### src/rtl/decode_stage.sv
// -----------------------------------------------------------------------------
// decode_stage
//   RV32I instruction decoder with a one-deep registered output stage and
//   valid/ready handshaking on both sides. Decode is purely combinational from
//   instr; the result is captured on an accepted transfer, so out_valid rises
//   exactly one cycle after the instruction is taken.
//
//   Optional feature: define RV32M_EN to decode the M extension
//   (OP with funct7 = 0000001). Without it those encodings are illegal.
//
// Ports
//   clk, rst              clock, synchronous active-high reset
//   instr, in_valid       instruction in, qualified by in_valid
//   in_ready              stage can accept (output slot empty or draining)
//   flush                 drop the held result and block capture this cycle
//   out_valid, out_ready  result handshake
//   ALUOp .. ALUSelect    decoded control fields
//   rs1, rs2, rd          raw register fields (always extracted)
//   imm                   sign-extended immediate for the instruction format
//   illegal               result is an illegal instruction (controls zeroed)
//   illegal_count         saturating count of accepted illegal instructions
// -----------------------------------------------------------------------------
module decode_stage #(
  parameter int DATA_WIDTH        = 32,
  parameter int ALUOP_WIDTH       = 5,
  parameter int TYPE_WIDTH        = 3,
  parameter int DTYPE_WIDTH       = 3,
  parameter int BRANCH_TYPE_WIDTH = 3,
  parameter int ALUSELECT_WIDTH   = 2,
  parameter int COUNT_WIDTH       = 16
) (
  input  logic                         clk,
  input  logic                         rst,
  input  logic [DATA_WIDTH-1:0]        instr,
  input  logic                         in_valid,
  output logic                         in_ready,
  input  logic                         flush,
  input  logic                         out_ready,
  output logic                         out_valid,
  output logic [ALUOP_WIDTH-1:0]       ALUOp,
  output logic [TYPE_WIDTH-1:0]        rawType,
  output logic                         load,
  output logic [DTYPE_WIDTH-1:0]       dType,
  output logic                         MWE,
  output logic                         RWE,
  output logic [BRANCH_TYPE_WIDTH-1:0] branchType,
  output logic                         jump,
  output logic [ALUSELECT_WIDTH-1:0]   ALUSelect,
  output logic [4:0]                   rs1,
  output logic [4:0]                   rs2,
  output logic [4:0]                   rd,
  output logic [DATA_WIDTH-1:0]        imm,
  output logic                         illegal,
  output logic [COUNT_WIDTH-1:0]       illegal_count
);

  localparam logic [6:0] OPC_LUI    = 7'b0110111;
  localparam logic [6:0] OPC_AUIPC  = 7'b0010111;
  localparam logic [6:0] OPC_JAL    = 7'b1101111;
  localparam logic [6:0] OPC_JALR   = 7'b1100111;
  localparam logic [6:0] OPC_BRANCH = 7'b1100011;
  localparam logic [6:0] OPC_LOAD   = 7'b0000011;
  localparam logic [6:0] OPC_STORE  = 7'b0100011;
  localparam logic [6:0] OPC_OPIMM  = 7'b0010011;
  localparam logic [6:0] OPC_OP     = 7'b0110011;

  localparam logic [6:0] F7_ZERO = 7'b0000000;
  localparam logic [6:0] F7_ALT  = 7'b0100000;

  localparam logic [ALUOP_WIDTH-1:0] ALU_NONE = ALUOP_WIDTH'(0);
  localparam logic [ALUOP_WIDTH-1:0] ALU_SLL  = ALUOP_WIDTH'(1);
  localparam logic [ALUOP_WIDTH-1:0] ALU_SRL  = ALUOP_WIDTH'(2);
  localparam logic [ALUOP_WIDTH-1:0] ALU_SRA  = ALUOP_WIDTH'(3);
  localparam logic [ALUOP_WIDTH-1:0] ALU_ADD  = ALUOP_WIDTH'(4);
  localparam logic [ALUOP_WIDTH-1:0] ALU_SUB  = ALUOP_WIDTH'(5);
  localparam logic [ALUOP_WIDTH-1:0] ALU_AND  = ALUOP_WIDTH'(6);
  localparam logic [ALUOP_WIDTH-1:0] ALU_OR   = ALUOP_WIDTH'(7);
  localparam logic [ALUOP_WIDTH-1:0] ALU_XOR  = ALUOP_WIDTH'(8);
  localparam logic [ALUOP_WIDTH-1:0] ALU_SLTU = ALUOP_WIDTH'(9);
  localparam logic [ALUOP_WIDTH-1:0] ALU_SLT  = ALUOP_WIDTH'(10);
`ifdef RV32M_EN
  localparam logic [6:0]             F7_MULDIV = 7'b0000001;
  // MUL..REMU are consecutive codes in funct3 order
  localparam logic [ALUOP_WIDTH-1:0] ALU_MUL   = ALUOP_WIDTH'(11);
`endif

  localparam logic [TYPE_WIDTH-1:0] T_R = TYPE_WIDTH'(0);
  localparam logic [TYPE_WIDTH-1:0] T_I = TYPE_WIDTH'(1);
  localparam logic [TYPE_WIDTH-1:0] T_S = TYPE_WIDTH'(2);
  localparam logic [TYPE_WIDTH-1:0] T_B = TYPE_WIDTH'(3);
  localparam logic [TYPE_WIDTH-1:0] T_U = TYPE_WIDTH'(4);
  localparam logic [TYPE_WIDTH-1:0] T_J = TYPE_WIDTH'(5);

  localparam logic [DTYPE_WIDTH-1:0] DT_BU = DTYPE_WIDTH'(3);
  localparam logic [DTYPE_WIDTH-1:0] DT_HU = DTYPE_WIDTH'(4);

  localparam logic [BRANCH_TYPE_WIDTH-1:0] BR_BEQ  = BRANCH_TYPE_WIDTH'(0);
  localparam logic [BRANCH_TYPE_WIDTH-1:0] BR_BNE  = BRANCH_TYPE_WIDTH'(1);
  localparam logic [BRANCH_TYPE_WIDTH-1:0] BR_BLT  = BRANCH_TYPE_WIDTH'(2);
  localparam logic [BRANCH_TYPE_WIDTH-1:0] BR_BGE  = BRANCH_TYPE_WIDTH'(3);
  localparam logic [BRANCH_TYPE_WIDTH-1:0] BR_BLTU = BRANCH_TYPE_WIDTH'(4);
  localparam logic [BRANCH_TYPE_WIDTH-1:0] BR_BGEU = BRANCH_TYPE_WIDTH'(5);

  localparam logic [ALUSELECT_WIDTH-1:0] SEL_NONE = ALUSELECT_WIDTH'(0);
  localparam logic [ALUSELECT_WIDTH-1:0] SEL_IALU = ALUSELECT_WIDTH'(1);

  logic [6:0] opcode;
  logic [2:0] funct3;
  logic [6:0] funct7;

  assign opcode = instr[6:0];
  assign funct3 = instr[14:12];
  assign funct7 = instr[31:25];

  // ALU operation for OP / OP-IMM. Returns {bad, aluop}. For OP-IMM the
  // funct7 field is immediate data except on shifts, where it selects SRL/SRA.
  function automatic logic [ALUOP_WIDTH:0] alu_decode(input logic [2:0] f3,
                                                      input logic [6:0] f7,
                                                      input logic       is_op);
    logic [ALUOP_WIDTH-1:0] op;
    logic                   bad;
    op  = ALU_NONE;
    bad = 1'b0;
    case (f3)
      3'b000: begin
        op  = (is_op && f7 == F7_ALT) ? ALU_SUB : ALU_ADD;
        bad = is_op && (f7 != F7_ZERO) && (f7 != F7_ALT);
      end
      3'b001: begin op = ALU_SLL;  bad = (f7 != F7_ZERO);          end
      3'b010: begin op = ALU_SLT;  bad = is_op && (f7 != F7_ZERO); end
      3'b011: begin op = ALU_SLTU; bad = is_op && (f7 != F7_ZERO); end
      3'b100: begin op = ALU_XOR;  bad = is_op && (f7 != F7_ZERO); end
      3'b101: begin
        op  = (f7 == F7_ALT) ? ALU_SRA : ALU_SRL;
        bad = (f7 != F7_ZERO) && (f7 != F7_ALT);
      end
      3'b110: begin op = ALU_OR;   bad = is_op && (f7 != F7_ZERO); end
      default: begin op = ALU_AND; bad = is_op && (f7 != F7_ZERO); end
    endcase
    return {bad, op};
  endfunction

  // Combinational decode
  logic [ALUOP_WIDTH-1:0]       d_aluop, c_aluop;
  logic [TYPE_WIDTH-1:0]        d_type;
  logic                         d_load, d_mwe, d_rwe, d_jump, d_ill;
  logic                         c_load, c_mwe, c_rwe, c_jump;
  logic [DTYPE_WIDTH-1:0]       d_dtype;
  logic [BRANCH_TYPE_WIDTH-1:0] d_btype;
  logic [ALUSELECT_WIDTH-1:0]   c_sel;
  logic [DATA_WIDTH-1:0]        d_imm;

  always_comb begin
    d_aluop = ALU_NONE;
    d_type  = T_R;
    d_load  = 1'b0;
    d_dtype = '0;
    d_mwe   = 1'b0;
    d_rwe   = 1'b0;
    d_btype = '0;
    d_jump  = 1'b0;
    d_ill   = 1'b0;
    case (opcode)
      OPC_LUI, OPC_AUIPC: begin
        d_type = T_U; d_aluop = ALU_ADD; d_rwe = 1'b1;
      end
      OPC_JAL: begin
        d_type = T_J; d_jump = 1'b1; d_rwe = 1'b1;
      end
      OPC_JALR: begin
        d_type = T_I; d_aluop = ALU_ADD; d_jump = 1'b1; d_rwe = 1'b1;
        d_ill  = (funct3 != 3'b000);
      end
      OPC_BRANCH: begin
        d_type = T_B; d_aluop = ALU_SUB;
        case (funct3)
          3'b000:  d_btype = BR_BEQ;
          3'b001:  d_btype = BR_BNE;
          3'b100:  d_btype = BR_BLT;
          3'b101:  d_btype = BR_BGE;
          3'b110:  d_btype = BR_BLTU;
          3'b111:  d_btype = BR_BGEU;
          default: d_ill   = 1'b1;
        endcase
      end
      OPC_LOAD: begin
        d_type = T_I; d_aluop = ALU_ADD; d_load = 1'b1; d_rwe = 1'b1;
        case (funct3)
          3'b000, 3'b001, 3'b010: d_dtype = DTYPE_WIDTH'(funct3);
          3'b100:                 d_dtype = DT_BU;
          3'b101:                 d_dtype = DT_HU;
          default:                d_ill   = 1'b1;
        endcase
      end
      OPC_STORE: begin
        d_type = T_S; d_aluop = ALU_ADD; d_mwe = 1'b1;
        // B/H/W share the funct3 encoding with the dType codes
        if (funct3 <= 3'b010) d_dtype = DTYPE_WIDTH'(funct3);
        else                  d_ill   = 1'b1;
      end
      OPC_OPIMM: begin
        d_type = T_I; d_rwe = 1'b1;
        {d_ill, d_aluop} = alu_decode(funct3, funct7, 1'b0);
      end
      OPC_OP: begin
        d_type = T_R; d_rwe = 1'b1;
`ifdef RV32M_EN
        if (funct7 == F7_MULDIV) d_aluop = ALU_MUL + ALUOP_WIDTH'(funct3);
        else                     {d_ill, d_aluop} = alu_decode(funct3, funct7, 1'b1);
`else
        {d_ill, d_aluop} = alu_decode(funct3, funct7, 1'b1);
`endif
      end
      default: d_ill = 1'b1;  // includes compressed encodings (instr[1:0] != 11)
    endcase
  end

  // Illegal instructions keep their format fields but lose every side effect
  always_comb begin
    c_aluop = d_ill ? ALU_NONE : d_aluop;
    c_load  = d_load & ~d_ill;
    c_mwe   = d_mwe  & ~d_ill;
    c_rwe   = d_rwe  & ~d_ill;
    c_jump  = d_jump & ~d_ill;
    c_sel   = d_ill ? SEL_NONE : SEL_IALU;
  end

  always_comb begin
    d_imm = '0;
    case (d_type)
      T_I: d_imm = DATA_WIDTH'($signed(instr[31:20]));
      T_S: d_imm = DATA_WIDTH'($signed({instr[31:25], instr[11:7]}));
      T_B: d_imm = DATA_WIDTH'($signed({instr[31], instr[7], instr[30:25], instr[11:8], 1'b0}));
      T_U: d_imm = DATA_WIDTH'($signed({instr[31:12], 12'b0}));
      T_J: d_imm = DATA_WIDTH'($signed({instr[31], instr[19:12], instr[20], instr[30:21], 1'b0}));
      default: d_imm = '0;
    endcase
  end

  // Output register stage
  logic                         valid_reg;
  logic [ALUOP_WIDTH-1:0]       aluop_reg;
  logic [TYPE_WIDTH-1:0]        type_reg;
  logic                         load_reg, mwe_reg, rwe_reg, jump_reg, ill_reg;
  logic [DTYPE_WIDTH-1:0]       dtype_reg;
  logic [BRANCH_TYPE_WIDTH-1:0] btype_reg;
  logic [ALUSELECT_WIDTH-1:0]   sel_reg;
  logic [4:0]                   rs1_reg, rs2_reg, rd_reg;
  logic [DATA_WIDTH-1:0]        imm_reg;
  logic [COUNT_WIDTH-1:0]       cnt_reg;

  assign in_ready = !valid_reg || out_ready;

  always_ff @(posedge clk) begin
    if (rst) begin
      valid_reg <= 1'b0;
      aluop_reg <= '0;
      type_reg  <= '0;
      load_reg  <= 1'b0;
      dtype_reg <= '0;
      mwe_reg   <= 1'b0;
      rwe_reg   <= 1'b0;
      btype_reg <= '0;
      jump_reg  <= 1'b0;
      sel_reg   <= '0;
      rs1_reg   <= '0;
      rs2_reg   <= '0;
      rd_reg    <= '0;
      imm_reg   <= '0;
      ill_reg   <= 1'b0;
      cnt_reg   <= '0;
    end else if (flush) begin
      // flush wins over a simultaneous transfer: nothing is captured or counted
      valid_reg <= 1'b0;
    end else if (in_valid && in_ready) begin
      valid_reg <= 1'b1;
      aluop_reg <= c_aluop;
      type_reg  <= d_type;
      load_reg  <= c_load;
      dtype_reg <= d_dtype;
      mwe_reg   <= c_mwe;
      rwe_reg   <= c_rwe;
      btype_reg <= d_btype;
      jump_reg  <= c_jump;
      sel_reg   <= c_sel;
      rs1_reg   <= instr[19:15];
      rs2_reg   <= instr[24:20];
      rd_reg    <= instr[11:7];
      imm_reg   <= d_imm;
      ill_reg   <= d_ill;
      if (d_ill && cnt_reg != '1) cnt_reg <= cnt_reg + 1'b1;
    end else if (out_ready) begin
      valid_reg <= 1'b0;
    end
  end

  assign out_valid     = valid_reg;
  assign ALUOp         = aluop_reg;
  assign rawType       = type_reg;
  assign load          = load_reg;
  assign dType         = dtype_reg;
  assign MWE           = mwe_reg;
  assign RWE           = rwe_reg;
  assign branchType    = btype_reg;
  assign jump          = jump_reg;
  assign ALUSelect     = sel_reg;
  assign rs1           = rs1_reg;
  assign rs2           = rs2_reg;
  assign rd            = rd_reg;
  assign imm           = imm_reg;
  assign illegal       = ill_reg;
  assign illegal_count = cnt_reg;

endmodule

### config.mk
export PLATFORM = sky130hd
export DESIGN_NAME = decode_stage
export DESIGN_NICKNAME = d
export VERILOG_FILES = /design/src/rtl/decode_stage.sv
export SDC_FILE = /design/constraint.sdc
export NUM_CORES = 1
export LEC_CHECK = 0
export CORE_MARGIN = 5
export CORE_UTILIZATION = 35
export CTS_BUF_LIST = sky130_fd_sc_hd__clkbuf_8
export DETAILED_ROUTE_END_ITERATION = 10
export GPL_TIMING_DRIVEN = 1
export HOLD_SLACK_MARGIN = 0.15
export PLACE_DENSITY = 0.71
export SYNTH_ARGS = -nofsm -noshare
export SYNTH_HDL_FRONTEND = slang
export SYNTH_SLANG_ARGS = --single-unit
### constraint.sdc
create_clock -name clk -period 3.5 [get_ports clk]
set_clock_uncertainty 0.05 [all_clocks]
set_input_delay 1.05 -clock clk [delete_from_list [all_inputs] [get_ports clk]]
set_output_delay 1.05 -clock clk [all_outputs]
set_load 0.01 [all_outputs]
Word-level counts from Yosys, hierarchy flattened
Index checks and enable logic that the tools add are counted.
- output and inout port bits: 86
- register bits: 85
- input bits: 37
- multiplexer cells: 26
- magnitude comparators: 1
- bitwise gates (word level): 6
- add/subtract/negate cells: 1
- reductions and logical operators: 22
- equality and inequality tests: 24
- operators with widths (kind ; count):
    $pmux 32 s5 ; 1
    $pmux 4 s7 ; 2
    $pmux 3 s5 ; 2
    $eq 7x6->1 const B ; 4
    $eq 7x7->1 const B ; 3
    $eq 3x3->1 const B ; 6
    $add 16x1->16 const B ; 1
    $ne 16x16->1 const B ; 1
    $pmux 4 s4 ; 1
    $eq 7x5->1 const B ; 2
    $mux 1 ; 13
    $eq 3x2->1 const B ; 4
    $reduce_or 5->1 ; 2
    $pmux 3 s3 ; 1
    $reduce_or 3->1 ; 3
    $reduce_or 2->1 ; 4
    $eq 7x2->1 const B ; 1
    $ne 7x6->1 const B ; 1
    $pmux 1 s7 ; 1
    $reduce_bool 7->1 ; 1
    $reduce_or 7->1 ; 1
    $eq 3x1->1 const B ; 2
    $mux 3 ; 2
    $pmux 3 s2 ; 1
    other kinds (14) ; 20

Depth between registers and ports, before layout
- word-level depth: 6
- depth in mapped cells: 9
- depth with buffers taken out: 6

Least setup slack after synthesis
OpenSTA, ideal clock, no wires.
- path kind: input port to flip-flop
- start: input instr[14]
- end: register cnt_reg[1], in the netlist illegal_count[1]
- stages: 8
- path buffers: 3
- setup time: 0.128 ns
- path slack: 0.578 ns
- required time: 3.322 ns
- arrival: 2.745 ns
- cell sequence: buf_4 or3_1 a32o_1 o311ai_2 buf_4 buf_6 mux2i_1 nor2_1
- longest elaborated chain between the ends: 6
- elaborated cells on any way between the ends: 20
- classes of those cells: order compare: 1; eq/ne: 6; mux: 6; reduce/logical: 7
- ends and longest elaborated chain (what ; line ; source):
    start, declared ; 34 ; input logic [DATA_WIDTH-1:0] instr,
    $eq 3x3->1, or another cell as far along ; 124, 176 ;
    $reduce_or 6->1 (no line), or another cell as far along ; -- ;
    $mux 1, on equally long branches ; -- ;
    $pmux 1 s7 (*) ; 163 ; case (opcode)
    $logic_and 1x1->1 (*) ; 291 ; if (d_ill && cnt_reg != '1) cnt_reg <= cnt_reg + 1'b1;
    $reduce_and 3->1 (no line) (*) ; -- ;
    end signal, assigned ; 291 ;
    end, declared ; 250 ; logic [COUNT_WIDTH-1:0] cnt_reg;
Every way passes the cells marked *; elsewhere a longest branch is shown, timed or not.
A chain may end at the register's enable or synchronous reset.

Worst setup path after layout
- start: input out_ready
- end: output in_ready
- longest elaborated chain between the ends: 1
- ends and longest elaborated chain (what ; line ; source):
    start, declared ; 38 ; input logic out_ready,
    $logic_or 1x1->1 ; 252 ; assign in_ready = !valid_reg || out_ready;
    end, declared ; 36 ; output logic in_ready,
Every way passes these cells.

==> flow_metrics.env <==
export IMPL_synth_common_cells="dfxtp_1, a21oi_1, nand2_1"
export IMPL_grt_pass1_vias=3792
export IMPL_fin_hold_ws_ps=394
export IMPL_outcome="completed"
export IMPL_cts_hold_buf=0
export IMPL_peakVddDrop_uv=217
export IMPL_min_period_ps=3360
export IMPL_post_cts_buffers=0
export IMPL_crit_arrival_ps=2260
export IMPL_place_congestion=0.898
export IMPL_h_tree_depth=3
export IMPL_drv_cap=0
export IMPL_p_leak_nw=1.92
export IMPL_min_path_cells=2
export IMPL_crit_end="in_ready"
export IMPL_die_w_um=114
export IMPL_hold_viol=0
export IMPL_finalCritPeriodShare_pct=96.1
export IMPL_viasPerCell=5.34
export IMPL_ant_nets=0
export IMPL_largest_reg_flops=32
export IMPL_r2r_start="illegal_count[0]$_SDFFE_PP0P_"
export IMPL_clk_pin_slew_ps=80
export IMPL_start_util_pct=35.4
export IMPL_layout_drive_gt1_share_pct=9.98
export IMPL_r2r_end="illegal_count[1]$_SDFFE_PP0P_"
export IMPL_wl_per_cell_um=16.1
export IMPL_gr_total_overflow=0
export IMPL_diodes=0
export IMPL_cp_required_ps=2400
export IMPL_drt_iter0_markers=246
export IMPL_endpoint_kind="output port"
export IMPL_cts_resized_gates=0
export IMPL_cts_sinks=83
export IMPL_fillCellCount=1009
export IMPL_power_per_cell_area_nw_per_um2=347
export IMPL_cts_tree="done"
export IMPL_grt_max_degree=44
export IMPL_ioPinCount=123
export IMPL_yosysUniqueCellTypes=58
export IMPL_hold_path_class="flop to flop"
export IMPL_syn_to_final_growth_pct=44.1
export IMPL_rr_worst_depth=7
export IMPL_drt_total_wl_um=11800
export IMPL_rows=38
export IMPL_fin_nets=624
export IMPL_synth_seq_cells=83
export IMPL_yosysMostFrequentCell="dfxtp_1"
export IMPL_die_h_um=114
export IMPL_setup_tns_ps=0
export IMPL_critPathLaunchType="input port"
export IMPL_synth_largest_area_cell="dfxtp_1"
export IMPL_crit_fanout=3
export IMPL_max_clock_freq_mhz=297
export IMPL_syn_mean_instance_area_um2=8.21
export IMPL_setup_viol=0
export IMPL_grt_antenna_before_repair=0
export IMPL_ys_top_cells_by_area="dfxtp_1, a21oi_1, nand2_1, nor2_1, a2bb2oi_1"
export IMPL_track_usage_pct=17.8
export IMPL_worst_pin_slew_ps=643
export IMPL_rsz0062_at_grt="no"
export IMPL_ys_warn_count=0
export IMPL_synthDominantCellAreaShare_pct=43.9
export IMPL_slew_headroom_pct=57.2
export IMPL_r2r_slack_ps=1110
export IMPL_die_area_um2=13000
export IMPL_synth_ff_type="dfxtp_1"
export IMPL_synth_edf_count=0
export IMPL_dp_hpwl_um=8680
export IMPL_clock_root_buffer="clkbuf_8"
export IMPL_syn_area_um2=3790
export IMPL_startpoint="out_ready"
export IMPL_dr_total_vias=3903
export IMPL_critPathKind="input port to output port"
export IMPL_async_flop_share_pct=0
export IMPL_cts_made_buffers=9
export IMPL_grt_pass1_wl_um=18900
export IMPL_io_buffer_count=120
export IMPL_clock_latency_ps=350
export IMPL_drc=0
export IMPL_syn_inst=461
export IMPL_first_pass_iters=5
export IMPL_core_um2=10700
export IMPL_finalMaxSlewViolations=0
export IMPL_yosysSeqAreaShare_pct=43.9
export IMPL_clock_path_buffers=2
## how the worst min path moves through the flow
stage          slack (ps)                    end                   from
2_1_floorplan         410  dType[1]$_SDFFE_PP0P_  dType[1]$_SDFFE_PP0P_
3_3_place_gp          380  dType[1]$_SDFFE_PP0P_  dType[1]$_SDFFE_PP0P_
3_5_place_dp          390  dType[1]$_SDFFE_PP0P_  dType[1]$_SDFFE_PP0P_
4_1_cts               400  dType[1]$_SDFFE_PP0P_  dType[1]$_SDFFE_PP0P_
5_1_grt               410  dType[1]$_SDFFE_PP0P_  dType[1]$_SDFFE_PP0P_
6_report              390  dType[1]$_SDFFE_PP0P_  dType[1]$_SDFFE_PP0P_
## power breakdown
group / leakage [nW] / internal [mW] / switching, mW
Combinational: 1.16 / 0.117 / 0.129
Sequential: 0.672 / 0.960 / 0.0112
Clock: 0.0926 / 0.327 / 0.350
## cell usage in the layout, fill, tap and decap left out, types with 9 or more instances in the layout
| master | netlist | final |
|---|---|---|
| nor3_1 | 10 | 10 |
| inv_1 | 9 | 10 |
| clkdlybuf4s50_1 | 0 | 119 |
| o21ai_1 | 9 | 9 |
| o21ai_0 | 9 | 9 |
| dfxtp_1 | 83 | 83 |
| nor2_1 | 47 | 47 |
| a2bb2oi_1 | 16 | 16 |
| nand2_1 | 56 | 56 |
| a21oi_1 | 57 | 57 |
| nand3_1 | 13 | 13 |
| clkbuf_8 | 0 | 9 |
| or3_1 | 10 | 10 |
| buf_4 | 5 | 29 |
## layer usage
layer  global-route usage, %  up-vias  share of wire, %  wire, um
met5                       0        -                 0         0
met4                    5.07        0               1.1       129
met3                    6.68       12               9.7      1150
met2                    27.7      150                45      5300
met1                    23.0     1840                44      5200
li1                        -     1901                 -         -
## layout make-up
type | instances | area [um2] | share of cell area, %
Clock buffer | 9 | 124 | 2.27
Clock inverter | 7 | 70.1 | 1.28
Inverter | 9 | 33.8 | 0.619
Multi-Input combinational cell | 331 | 1920 | 35.1
Sequential cell | 83 | 1660 | 30.5
Tap cell | 140 | 175 | 3.21
Timing Repair Buffer | 152 | 1470 | 27.0
## stage by stage
step	worst slack, ps	total power [mW]	cell area, um2	util, %	cells
after floorplan	578	1.11	3790	-	462
after global placement	104	1.23	5260	49.2	715
after detailed placement	56.1	1.24	5260	49.2	715
after CTS	135	1.91	5460	51.0	731
after global routing	59.2	1.98	5460	51.0	731
final	136	1.89	5460	51.0	731
## cells by family (layout without fill, tap and decap cells)
group                      Yosys count  after routing  share of synthesized area, %
buffers and inverters               48            177                          5.85
DFF                                 83             83                          43.9
AOI/OAI and AO/OA                  141            141                          25.0
muxes                                3              3                         0.826
adders and majority gates            1              1                         0.330
and+or+nand+nor                    182            182                          23.4
other                                1              2                        0.0990
xor gates and xnor gates             2              2                         0.661
## worst max-delay path, cell delays in order
cell,delay [ps]
clkdlybuf4s50_1,410
nor2b_1,230
inv_1,90
clkdlybuf4s50_1,490
Note: power is estimated with default switching activity, not from simulation.
